===== src/rtl/imm_gen_pkg.sv =====
// Shared types for the immediate generator: format codes and RV32I major opcodes.
package imm_gen_pkg;

  typedef enum logic [2:0] {
    IMM_R   = 3'd0,
    IMM_I   = 3'd1,
    IMM_S   = 3'd2,
    IMM_B   = 3'd3,
    IMM_U   = 3'd4,
    IMM_J   = 3'd5,
    IMM_ILL = 3'd7
  } imm_type_e;

  localparam logic [6:0] OP_LOAD   = 7'b0000011;
  localparam logic [6:0] OP_IMM    = 7'b0010011;
  localparam logic [6:0] OP_JALR   = 7'b1100111;
  localparam logic [6:0] OP_STORE  = 7'b0100011;
  localparam logic [6:0] OP_BRANCH = 7'b1100011;
  localparam logic [6:0] OP_LUI    = 7'b0110111;
  localparam logic [6:0] OP_AUIPC  = 7'b0010111;
  localparam logic [6:0] OP_JAL    = 7'b1101111;
  localparam logic [6:0] OP_OP     = 7'b0110011;

endpackage


===== src/rtl/imm_decode.sv =====
// Combinational RV32I immediate decode; every format is first built as a
// signed 32-bit value and then sign-extended to XLEN.
module imm_decode
  import imm_gen_pkg::*;
#(
  parameter int XLEN = 32
) (
  input  logic [31:0]     inst_code,
  output logic [XLEN-1:0] imm,
  output imm_type_e       imm_type,
  output logic            illegal
);

  logic        sign;
  logic [31:0] imm32;

  assign sign = inst_code[31];

  always_comb begin
    imm32    = '0;
    imm_type = IMM_R;
    illegal  = 1'b0;
    case (inst_code[6:0])
      OP_LOAD, OP_IMM, OP_JALR: begin
        imm32    = {{20{sign}}, inst_code[31:20]};
        imm_type = IMM_I;
      end
      OP_STORE: begin
        imm32    = {{20{sign}}, inst_code[31:25], inst_code[11:7]};
        imm_type = IMM_S;
      end
      OP_BRANCH: begin
        imm32    = {{19{sign}}, sign, inst_code[7], inst_code[30:25], inst_code[11:8], 1'b0};
        imm_type = IMM_B;
      end
      OP_LUI, OP_AUIPC: begin
        imm32    = {inst_code[31:12], 12'b0};
        imm_type = IMM_U;
      end
      OP_JAL: begin
        imm32    = {{11{sign}}, sign, inst_code[19:12], inst_code[20], inst_code[30:21], 1'b0};
        imm_type = IMM_J;
      end
      OP_OP: begin
        imm_type = IMM_R;
      end
      default: begin
        imm_type = IMM_ILL;
        illegal  = 1'b1;
      end
    endcase
  end

  assign imm = XLEN'($signed(imm32));

endmodule


===== src/rtl/imm_gen_pipe.sv =====
// Valid/ready wrapper around imm_decode. Define IMM_GEN_PIPE_SKID_EN for a
// two-entry output+skid buffer with a registered in_ready; otherwise one register.
module imm_gen_pipe
  import imm_gen_pkg::*;
#(
  parameter int XLEN  = 32,
  parameter int TAG_W = 5
) (
  input  logic             clk,
  input  logic             reset_n,
  input  logic             flush,
  input  logic             in_valid,
  output logic             in_ready,
  input  logic [31:0]      inst_code,
  input  logic [TAG_W-1:0] in_tag,
  output logic             out_valid,
  input  logic             out_ready,
  output logic [XLEN-1:0]  imm_out,
  output imm_type_e        imm_type,
  output logic             illegal,
  output logic [TAG_W-1:0] out_tag
);

  typedef struct packed {
    logic [XLEN-1:0]  imm;
    imm_type_e        ty;
    logic             ill;
    logic [TAG_W-1:0] tag;
  } entry_t;

  localparam entry_t EMPTY = '{imm: '0, ty: IMM_R, ill: 1'b0, tag: '0};

  logic [XLEN-1:0] dec_imm;
  imm_type_e       dec_type;
  logic            dec_ill;
  entry_t          dec_e;
  entry_t          out_q;
  logic            out_valid_q;
  logic            started_q;
  logic            push;
  logic            pop;

  imm_decode #(.XLEN(XLEN)) u_decode (
    .inst_code (inst_code),
    .imm       (dec_imm),
    .imm_type  (dec_type),
    .illegal   (dec_ill)
  );

  assign dec_e = '{imm: dec_imm, ty: dec_type, ill: dec_ill, tag: in_tag};
  assign push  = in_valid & in_ready;
  assign pop   = out_valid_q & out_ready;

  // Holds in_ready low until the first clock edge after reset is released.
  always_ff @(posedge clk or negedge reset_n) begin
    if (!reset_n) started_q <= 1'b0;
    else          started_q <= 1'b1;
  end

`ifdef IMM_GEN_PIPE_SKID_EN
  entry_t skid_q;
  logic   skid_valid_q;

  assign in_ready = started_q & ~skid_valid_q;

  // The skid slot only fills while the output register is stalled.
  always_ff @(posedge clk or negedge reset_n) begin
    if (!reset_n) begin
      out_q        <= EMPTY;
      out_valid_q  <= 1'b0;
      skid_q       <= EMPTY;
      skid_valid_q <= 1'b0;
    end else if (flush) begin
      out_valid_q  <= 1'b0;
      skid_valid_q <= 1'b0;
    end else if (pop) begin
      if (skid_valid_q) begin
        out_q        <= skid_q;
        skid_valid_q <= 1'b0;
      end else if (push) begin
        out_q <= dec_e;
      end else begin
        out_valid_q <= 1'b0;
      end
    end else if (push) begin
      if (out_valid_q) begin
        skid_q       <= dec_e;
        skid_valid_q <= 1'b1;
      end else begin
        out_q       <= dec_e;
        out_valid_q <= 1'b1;
      end
    end
  end
`else
  assign in_ready = started_q & (out_ready | ~out_valid_q);

  always_ff @(posedge clk or negedge reset_n) begin
    if (!reset_n) begin
      out_q       <= EMPTY;
      out_valid_q <= 1'b0;
    end else if (flush) begin
      out_valid_q <= 1'b0;
    end else if (push) begin
      out_q       <= dec_e;
      out_valid_q <= 1'b1;
    end else if (pop) begin
      out_valid_q <= 1'b0;
    end
  end
`endif

  assign out_valid = out_valid_q;
  assign imm_out   = out_q.imm;
  assign imm_type  = out_q.ty;
  assign illegal   = out_q.ill;
  assign out_tag   = out_q.tag;

endmodule


===== config.mk =====
export PLATFORM = sky130hd
export DESIGN_NAME = imm_gen_pipe
export DESIGN_NICKNAME = d
export VERILOG_FILES = /design/src/rtl/imm_gen_pkg.sv /design/src/rtl/imm_decode.sv /design/src/rtl/imm_gen_pipe.sv
export SDC_FILE = /design/constraint.sdc
export NUM_CORES = 1
export LEC_CHECK = 0
export BUFFER_PORTS_ARGS = -buffer_cell sky130_fd_sc_hd__buf_2
export CORE_ASPECT_RATIO = 1.25
export CORE_MARGIN = 5
export CORE_UTILIZATION = 47
export DETAILED_ROUTE_END_ITERATION = 12
export PLACE_DENSITY = 0.79
export REMOVE_ABC_BUFFERS = 1
export SLEW_MARGIN = 30
export SYNTH_ARGS = -nofsm -noshare
export SYNTH_HDL_FRONTEND = slang
export SYNTH_SLANG_ARGS = --single-unit

===== constraint.sdc =====
create_clock -name clk -period 2 [get_ports clk]
set_input_delay 0.2 -clock clk [delete_from_list [all_inputs] [get_ports clk]]
set_output_delay 0.2 -clock clk [all_outputs]
set_load 0.03 [all_outputs]

==> reports/qor.csv, run 1 <==
metric;value;unit
CP max stage cell;and4b_1;
Hold Buf Count CTS;1;
clk sinks;43;
DR WL/cell;15.0;um
f_max;0.573;GHz
commonest cells in the netlist;dfrtp_1 (43), nor2_1 (22), nand2_1 (21), o21ai_0 (14), a221o_1 (11);
GRT overflow;0;
grt peak-use layer;met2;
met1 Use GR;0.234;
Port Buffer Count;84;
post-synthesis mux area share;0.0191;
largest family of logic cells by synthesized area;compound AO/OA/AOI/OAI gates;
CP bufs+invs;0;
CTS resizes;0;
top post-synthesis cells by area;dfrtp_1 (55%), a221o_1 (5.6%), nor2_1 (4.2%), nand2_1 (4.0%), o21ai_0 (3.6%);
final instance area;2550;um2
# Post-CTS Setup Buffers;0;
Hold Slack;0.0916;ns
Slew @ Worst Pin;0.567;ns
DR vias;1745;
Hold Path Class;input port to flip-flop;
Worst Setup End Kind;flip-flop;
vias per cell;5.37;
filler cell count;362;
initial core utilization;0.483;
FP Rows;26;
Area after DPL;2430;um2
Tmin final;1.75;ns
ANT cells;0;
Leakage;1.28;nW
RSZ-0062 raised after global routing;false;
vias in the first global route;1594;
Synth Area in Simple Gates;0.165;
Die Wd;67.8;um
clock slew at reported path FFs;0.08;ns
TritonRoute pass-1 iters;4;
area leader, netlist;dfrtp_1;
TritonCTS clock tree;yes;
initial antenna violation count;0;
final worst path period share;0.873;
dpl ws;0.250;ns
dpl hpwl;3740;um
area of the die;5580;um2
first-pass GRT wire length;7590;um
final hold violation count;0;
Yosys reg bits;43;
outcome;finished, final reports clean;
layout cells sized above 1;0.398;
Critical Path, Cell by Cell;nand2b_1, and4b_1, and2_1, a221o_1;
final-stage net count;310;
footprint of the multi-input gates;807;um2
Most used DFF post-synth;dfrtp_1;
max cap viols;0;
register area share after synthesis;0.547;
count of cell types in the netlist;39;
Post-synth ARST share;1.00;
YS warnings;0;
Setup Skew;0.00865;ns
cells after synthesis;183;
I/O Pins;85;
H-tree depth;2;
Synth Cell Area;1970;um2
number of flops mapped to enable cells by yosys;0;
RD Place Congestion;0.893;
Worst Setup Path Type;flip-flop to flip-flop;
count leader, synth;dfrtp_1;
core area;4070;um2
Fin Setup TNS;0;ns
largest net degree at the start of global routing;29;
Worst EP required;2.22;ns
GR Util All Layers;0.179;
Post-Syn Area per Cell;10.7;um2
Final ANT Viol Nets;0;
Die Height;82.3;um
fin util;0.627;
crit start category;flip-flop;
Pins Over Slew Limit;0;
slowest stage delay, CP;0.51;ns
drc violations;0;
CTS Buffer Depth;2;
Synth Area in Adders;0;
Top delay family on crit path;simple AND/OR/NAND/NOR gates;
initial drt markers;147;
setup ws final;0.255;ns
max_slew headroom;0.622;
drt total wl;4860;um
crit path max fanout;12;
Peak VDD IR;0.000696;V
crit path DAT;1.97;ns
met3 usage;0.0501;
area delta synth->final;29.7;%
Post-Synth XOR/XNOR Area;0;
pwr dens;833;nW/um2
FF/Latch Area;1080;um2
clk_lat worst skew;0.29;ns
Setup violations, final;0;
top cell type's share of synthesized area;0.547;
CTS root buffer;clkbuf_8;
post-synthesis compound-gate area fraction;0.224;
cts bufs inserted;5;
GRT met2 Usage;0.290;
-- cells in the final DEF (no fill, tap or decap), types with 3 or more instances in the layout --
cell      synthesis  final
buf_2             3     84
a211oi_1          8      8
a221o_1          11     11
dfrtp_1          43     43
buf_4             2      6
nor2_1           22     22
a22o_1            7      7
clkbuf_8          0      5
a221oi_1          4      4
a21oi_1           4      4
nand2_1          21     21
and2_1            3      3
o21ai_0          14     14
-- cell families after synthesis --
logic type             after synthesis
multiplexers                         3
AO/OA/AOI/OAI                       56
buffers and inverters               15
flip-flops                          43
other                                1
AND/OR/NAND/NOR                     65
-- worst min-delay path, cell delays in order --
cell and delay, ns:
buf_2 0.07, nand2_1 0.04, nand2_1 0.04
-- registers in the layout, summed over array words and instances (netlist names) --
register	flops
imm_type	3
started_q	1
illegal	1
out_tag	5
imm_out	32
out_valid	1
-- layout make-up --
cell class,count,area share
flip-flops and latches,43,0.422
multi-input cells,125,0.317
repair buffers,91,0.187
well taps,56,0.0275
clock buffers,5,0.0270
clock inverters,3,0.0172
inverters,2,0.00295
-- per-stage QoR --
| step | total power, mW | std cells |
|---|---|---|
| 6_report | 2.12 | 325 |
| 5_1_grt | 2.24 | 325 |
| 4_1_cts | 2.15 | 325 |
| 3_5_place_dp | 1.49 | 316 |
| 3_3_place_gp | 1.48 | 316 |
| 2_1_floorplan | 1.29 | 170 |
-- final timing paths --
kind / start / end / slack (ns) / depth (start not counted)
max: out_valid / imm_out[27] / 0.25 / 4
min: in_tag[3] / out_tag[3] / 0.09 / 3
max reg2reg: out_valid / imm_out[27] / 0.25 / 4
min reg2reg: out_tag[4] / out_tag[4] / 0.47 / 2
max in group asynchronous: reset_n / imm_out[1] / 0.91 / 3
min in group asynchronous: reset_n / imm_out[3] / 0.43 / 2
-- metal layers --
| layer | vias to the layer above | wire [um] |
|---|---|---|
| li1 | 848 | - |
| met1 | 828 | 2020 |
| met2 | 64 | 2390 |
| met3 | 5 | 409 |
| met4 | 0 | 38 |
| met5 | - | 0 |
-- report_power, final --
| group | total, mW | internal [mW] | switching [mW] | leakage [nW] |
|---|---|---|---|---|
| clock network | 0.654 | 0.371 | 0.283 | 0.0581 |
| registers | 0.990 | 0.950 | 0.0407 | 0.552 |
| logic | 0.478 | 0.154 | 0.324 | 0.665 |
| total | 2.12 | 1.48 | 0.647 | 1.28 |
(Power assumes the default switching activity.)
==> inputs of run 2 (changes only) <==
--- a/config.mk
+++ b/config.mk
@@ -10,6 +10,7 @@
 export CORE_MARGIN = 5
 export CORE_UTILIZATION = 47
 export DETAILED_ROUTE_END_ITERATION = 12
+export GPL_TIMING_DRIVEN = 0
 export PLACE_DENSITY = 0.79
 export REMOVE_ABC_BUFFERS = 1
 export SLEW_MARGIN = 30
==> reports/qor.csv, run 2 (same netlist as run 1, synthesis figures left out) <==
metric;value;unit;change
non-filler cells in the finished layout;323;;was 325
CTS root buffer;clkbuf_8;;unchanged
Worst Setup Path Type;flip-flop to flip-flop;;unchanged
Worst EP required;2.24;ns;was 2.22 ns
crit start category;flip-flop;;unchanged
CP max stage cell;and4b_2;;was and4b_1
Critical Path, Cell by Cell;nand2b_1, and4b_2, and2_1, a221o_1;;was nand2b_1, and4b_1, and2_1, a221o_1
drc violations;0;;unchanged
final-stage net count;308;;was 310
number of flip-flops in the largest register;32;;unchanged
most frequent cells in the layout;buf_2 (83), dfrtp_1 (43), nor2_1 (22), nand2_1 (21), o21ai_0 (14);;was buf_2 (84), dfrtp_1 (43), nor2_1 (22), nand2_1 (21), o21ai_0 (14)
crit path max fanout;25;;was 12
Comb pwr share;0.223;;was 0.225
vias per cell;5.46;;was 5.37
Net Sw Power;667;uW;was 647 uW
GRT overflow;0;;unchanged
final worst path period share;0.904;;was 0.873
RD Place Congestion;0.846;;was 0.893
Tmin final;1.81;ns;was 1.75 ns
TritonCTS clock tree;yes;;unchanged
cts bufs inserted;5;;unchanged
Worst Setup End Kind;flip-flop;;unchanged
sequential power share;0.462;;was 0.467
FP Rows;26;;unchanged
Internal;1.48;mW;about the same
max cap viols;0;;unchanged
pwr dens;840;nW/um2;was 833 nW/um2
cell total after placement;312;;was 316
initial antenna violation count;0;;unchanged
crit path DAT;2.04;ns;was 1.97 ns
initial drt markers;128;;was 147
area of the die;5580;um2;unchanged
Leakage;1.27;nW;was 1.28 nW
GR Util All Layers;0.181;;was 0.179
TritonRoute pass-1 iters;4;;unchanged
Setup violations, final;0;;unchanged
clk_lat worst skew;0.29;ns;about the same
Final ANT Viol Nets;0;;unchanged
Clock Power Share;0.315;;was 0.308
layout cells sized above 1;0.397;;was 0.398
core area;4070;um2;unchanged
clock slew at reported path FFs;0.08;ns;about the same
max_slew headroom;0.568;;was 0.622
f_max;0.553;GHz;was 0.573 GHz
final hold violation count;0;;unchanged
Pins Over Slew Limit;0;;unchanged
slowest stage delay, CP;0.57;ns;was 0.51 ns
vias in the first global route;1636;;was 1,594
footprint of the multi-input gates;817;um2;was 807 um2
Hold Slack;0.0899;ns;was 0.0916 ns
Sw Share;0.311;;was 0.305
dpl hpwl;3610;um;was 3740 um
drt total wl;4990;um;was 4860 um
Slew @ Worst Pin;0.643;ns;was 0.567 ns
final instance area;2550;um2;about the same
DR vias;1765;;was 1,745
Setup Skew;0.00385;ns;was 0.00865 ns
Top delay family on crit path;simple AND/OR/NAND/NOR gates;;unchanged
first-pass GRT wire length;7670;um;was 7590 um
Area after DPL;2410;um2;was 2430 um2
I/O Pins;85;;unchanged
CP bufs+invs;0;;unchanged
outcome;finished, final reports clean;;unchanged
filler cell count;351;;was 362
Peak VDD IR;0.000512;V;was 0.000696 V
area delta synth->final;29.7;%;about the same
Die Wd;67.8;um;unchanged
largest net degree at the start of global routing;44;;was 29
RSZ-0062 raised after global routing;false;;unchanged
commonest non-fill, non-tap cell in the layout;buf_2;;unchanged
ANT cells;0;;unchanged
H-tree depth;2;;unchanged
Die Height;82.3;um;unchanged
CTS Buffer Depth;2;;unchanged
FF/Latch Area;1080;um2;unchanged
Port Buffer Count;84;;unchanged
Hold Path Class;input port to flip-flop;;unchanged
initial core utilization;0.483;;unchanged
DR WL/cell;15.4;um;was 15.0 um
clk sinks;43;;unchanged
-- run 2: changes by cell type in the layout (fill, tap and decap cells not counted) --
cell and delta:
and4b_2 +1, and4b_1 -1, nor4_2 -1, buf_2 -1, nor4_4 +1, buf_6 +1, buf_4 -2
-- run 2: power by group through the flow --
stage                     Clock, mW  Sequential [mW]  Combinational (mW)
after detailed placement          0             1.01               0.476
after global placement            0             1.00               0.465
after CTS                     0.689            0.991               0.481
after floorplan                   0             1.17               0.120
final                         0.676            0.990               0.477
after global routing          0.721             1.00               0.516
-- run 2: worst paths after layout --
| path | startpoint | endpoint | slack (ns) | cells past startpoint |
|---|---|---|---|---|
| worst max-delay path | out_valid | imm_out[30] | 0.19 | 4 |
| worst min-delay path | in_tag[4] | out_tag[4] | 0.09 | 3 |
| worst max register to register | out_valid | imm_out[30] | 0.19 | 4 |
| worst min register to register | out_tag[3] | out_tag[3] | 0.48 | 2 |
| max in group asynchronous | reset_n | imm_out[14] | 1.20 | 2 |
| min in group asynchronous | reset_n | imm_out[13] | 0.43 | 2 |
-- run 2: timing repair --
item | in CTS | in global routing
setup endpoints to repair | 19 | 0
hold endpoints to repair | 0 | 43
hold buffers | 0 | 1
buffers inserted | 2 | 0
resized for setup | 1 | 0
-- run 2: final cells by class --
class                           count  area share
Sequential cell                    43       0.422
Timing Repair Buffer               89       0.183
Multi-Input combinational cell    125       0.320
Clock inverter                      3      0.0172
Inverter                            2     0.00294
Tap cell                           56      0.0275
Clock buffer                        5      0.0270
-- run 2: per-layer routing --
layer	up-vias	GRT usage	routed length, um
met5	-	0	0
met4	0	0.0537	52
met3	6	0.0501	371
met2	63	0.309	2490
met1	851	0.222	2080
li1	845	-	-
-- run 2: through the flow --
stage           util  TNS [ns]  setup slack (ns)  power, mW
3_5_place_dp   0.592     -1.11           -0.0938       1.48
3_3_place_gp   0.586    -18.27            -0.818       1.47
6_report       0.627         0             0.192       2.14
5_1_grt        0.627         0           0.00660       2.24
2_1_floorplan      -     -4.20            -0.281       1.29
4_1_cts        0.624         0             0.176       2.16
-- run 2: worst min-delay path, cell delays in order --
cell     delay, ns
buf_2         0.07
nand2_1       0.04
nand2_1       0.05
==> inputs of run 3 (changes only) <==
--- a/config.mk
+++ b/config.mk
@@ -11,7 +11,7 @@
 export CORE_UTILIZATION = 47
 export DETAILED_ROUTE_END_ITERATION = 12
 export GPL_TIMING_DRIVEN = 0
-export PLACE_DENSITY = 0.79
+export PLACE_DENSITY = 0.85
 export REMOVE_ABC_BUFFERS = 1
 export SLEW_MARGIN = 30
 export SYNTH_ARGS = -nofsm -noshare
==> reports/qor.csv, run 3 (same netlist as run 1, synthesis figures left out) <==
metric;value;unit;change
outcome;finished, final reports clean;;unchanged
R2R Path Start;out_valid;;unchanged
Fin Setup TNS;0;ns;unchanged
reg2reg end;imm_out[30];;unchanged
final-stage net count;306;;was 308
initial drt markers;129;;was 128
drc violations;0;;unchanged
TritonRoute pass-1 iters;4;;unchanged
area of the die;5580;um2;unchanged
DR WL/cell;15.6;um;was 15.4 um
drt total wl;5000;um;was 4990 um
DR vias;1771;;was 1,765
footprint of the multi-input gates;817;um2;unchanged
vias per cell;5.53;;was 5.46
Die Wd;67.8;um;unchanged
FF/Latch Area;1080;um2;unchanged
Slew @ Worst Pin;0.655;ns;was 0.643 ns
fin util;0.617;;was 0.627
Peak VDD IR;0.000468;V;was 0.000512 V
Worst Setup Path Type;flip-flop to flip-flop;;unchanged
area delta synth->final;27.7;%;was 29.7%
clock slew at reported path FFs;0.08;ns;about the same
initial antenna violation count;0;;unchanged
Worst Setup SP;out_valid;;unchanged
cts bufs inserted;5;;unchanged
Hold Slack;0.0999;ns;was 0.0899 ns
max cap viols;0;;unchanged
Worst EP required;2.22;ns;was 2.24 ns
dpl hpwl;3670;um;was 3610 um
clk_lat worst skew;0.28;ns;was 0.29 ns
filler cell count;355;;was 351
pwr dens;802;nW/um2;was 840 nW/um2
Leakage;1.25;nW;was 1.27 nW
TritonCTS clock tree;yes;;unchanged
commonest non-fill, non-tap cell in the layout;buf_2;;unchanged
Setup violations, final;0;;unchanged
H-tree depth;2;;unchanged
Pins Over Slew Limit;0;;unchanged
f_max;0.540;GHz;was 0.553 GHz
largest net degree at the start of global routing;44;;unchanged
GR Util All Layers;0.190;;was 0.181
first-pass GRT wire length;8090;um;was 7670 um
clk sinks;43;;unchanged
Worst R2R Setup Slack;0.15;ns;was 0.19 ns
vias in the first global route;1720;;was 1,636
RD Place Congestion;0.857;;was 0.846
CP endpoint;imm_out[30];;unchanged
Port Buffer Count;84;;unchanged
number of flip-flops in the largest register;32;;unchanged
CTS Buffer Depth;2;;unchanged
max_slew headroom;0.560;;was 0.568
core area;4070;um2;unchanged
FP Rows;26;;unchanged
Worst Min Path Start;in_tag[4];;unchanged
crit start category;flip-flop;;unchanged
R2R cell count;4;;unchanged
final hold violation count;0;;unchanged
ANT cells;0;;unchanged
Tmin final;1.85;ns;was 1.81 ns
crit path max fanout;25;;unchanged
layout cells sized above 1;0.390;;was 0.397
CTS root buffer;clkbuf_8;;unchanged
crit path DAT;2.07;ns;was 2.04 ns
most frequent cells in the layout;buf_2 (83), dfrtp_1 (43), nor2_1 (22), nand2_1 (21), o21ai_0 (14);;unchanged
initial core utilization;0.483;;unchanged
Setup Skew;0.00178;ns;was 0.00385 ns
I/O Pins;85;;unchanged
GRT overflow;0;;unchanged
Die Height;82.3;um;unchanged
Worst Setup End Kind;flip-flop;;unchanged
final worst path period share;0.926;;was 0.904
Final ANT Viol Nets;0;;unchanged
RSZ-0062 raised after global routing;false;;unchanged
Hold Path Class;input port to flip-flop;;unchanged
## run 3: critical path, cell delays in order, from the launching register on
cell	delay [ns]
dfrtp_1	0.38
nand2b_1	0.11
and4b_2	0.57
and2_1	0.47
a221o_1	0.24
## run 3: cell type report
type                    instances  share of cell area
clock buffers                   6              0.0329
clock inverters                 1             0.00199
inverters                       2             0.00299
multi-input cells             125               0.326
flip-flops and latches         43               0.429
well taps                      56              0.0279
repair buffers                 87               0.180
## run 3: timing repair
action,4_1_cts,5_1_grt
buffers inserted,0,0
endpoints found under the hold margin,0,43
gates resized for setup,1,0
endpoints found under the setup margin,19,0
hold buffers,0,1
## run 3: power by group
group	internal, mW	switching [mW]	total (mW)
Clock	0.271	0.275	0.546
Combinational	0.152	0.323	0.475
Sequential	0.950	0.0408	0.990
Total	1.37	0.639	2.01
## run 3: how the worst min path moves through the flow
stage	end	depth (start not counted)
after global routing	out_tag[1]	3
after CTS	imm_out[0]	1
after global placement	out_tag[3]	3
final	out_tag[4]	3
after floorplan	illegal	0
after detailed placement	imm_type[0]	1
## run 3: through the flow
stage / cell area [um2] / cells / worst slack (ns) / power [mW]
4_1_cts: 2500 / 319 / 0.134 / 2.03
5_1_grt: 2510 / 320 / 0.0233 / 2.12
6_report: 2510 / 320 / 0.149 / 2.01
3_5_place_dp: 2410 / 312 / -0.129 / 1.49
2_1_floorplan: 1890 / 170 / -0.281 / 1.29
3_3_place_gp: 2380 / 310 / -0.776 / 1.47
## run 3: per-layer routing
| layer | GRT usage | vias up | routed length, um |
|---|---|---|---|
| met2 | 0.311 | 75 | 2470 |
| met5 | 0 | - | 0 |
| met4 | 0.0537 | 0 | 51 |
| met3 | 0.0406 | 6 | 336 |
| met1 | 0.253 | 850 | 2140 |
| li1 | - | 840 | - |
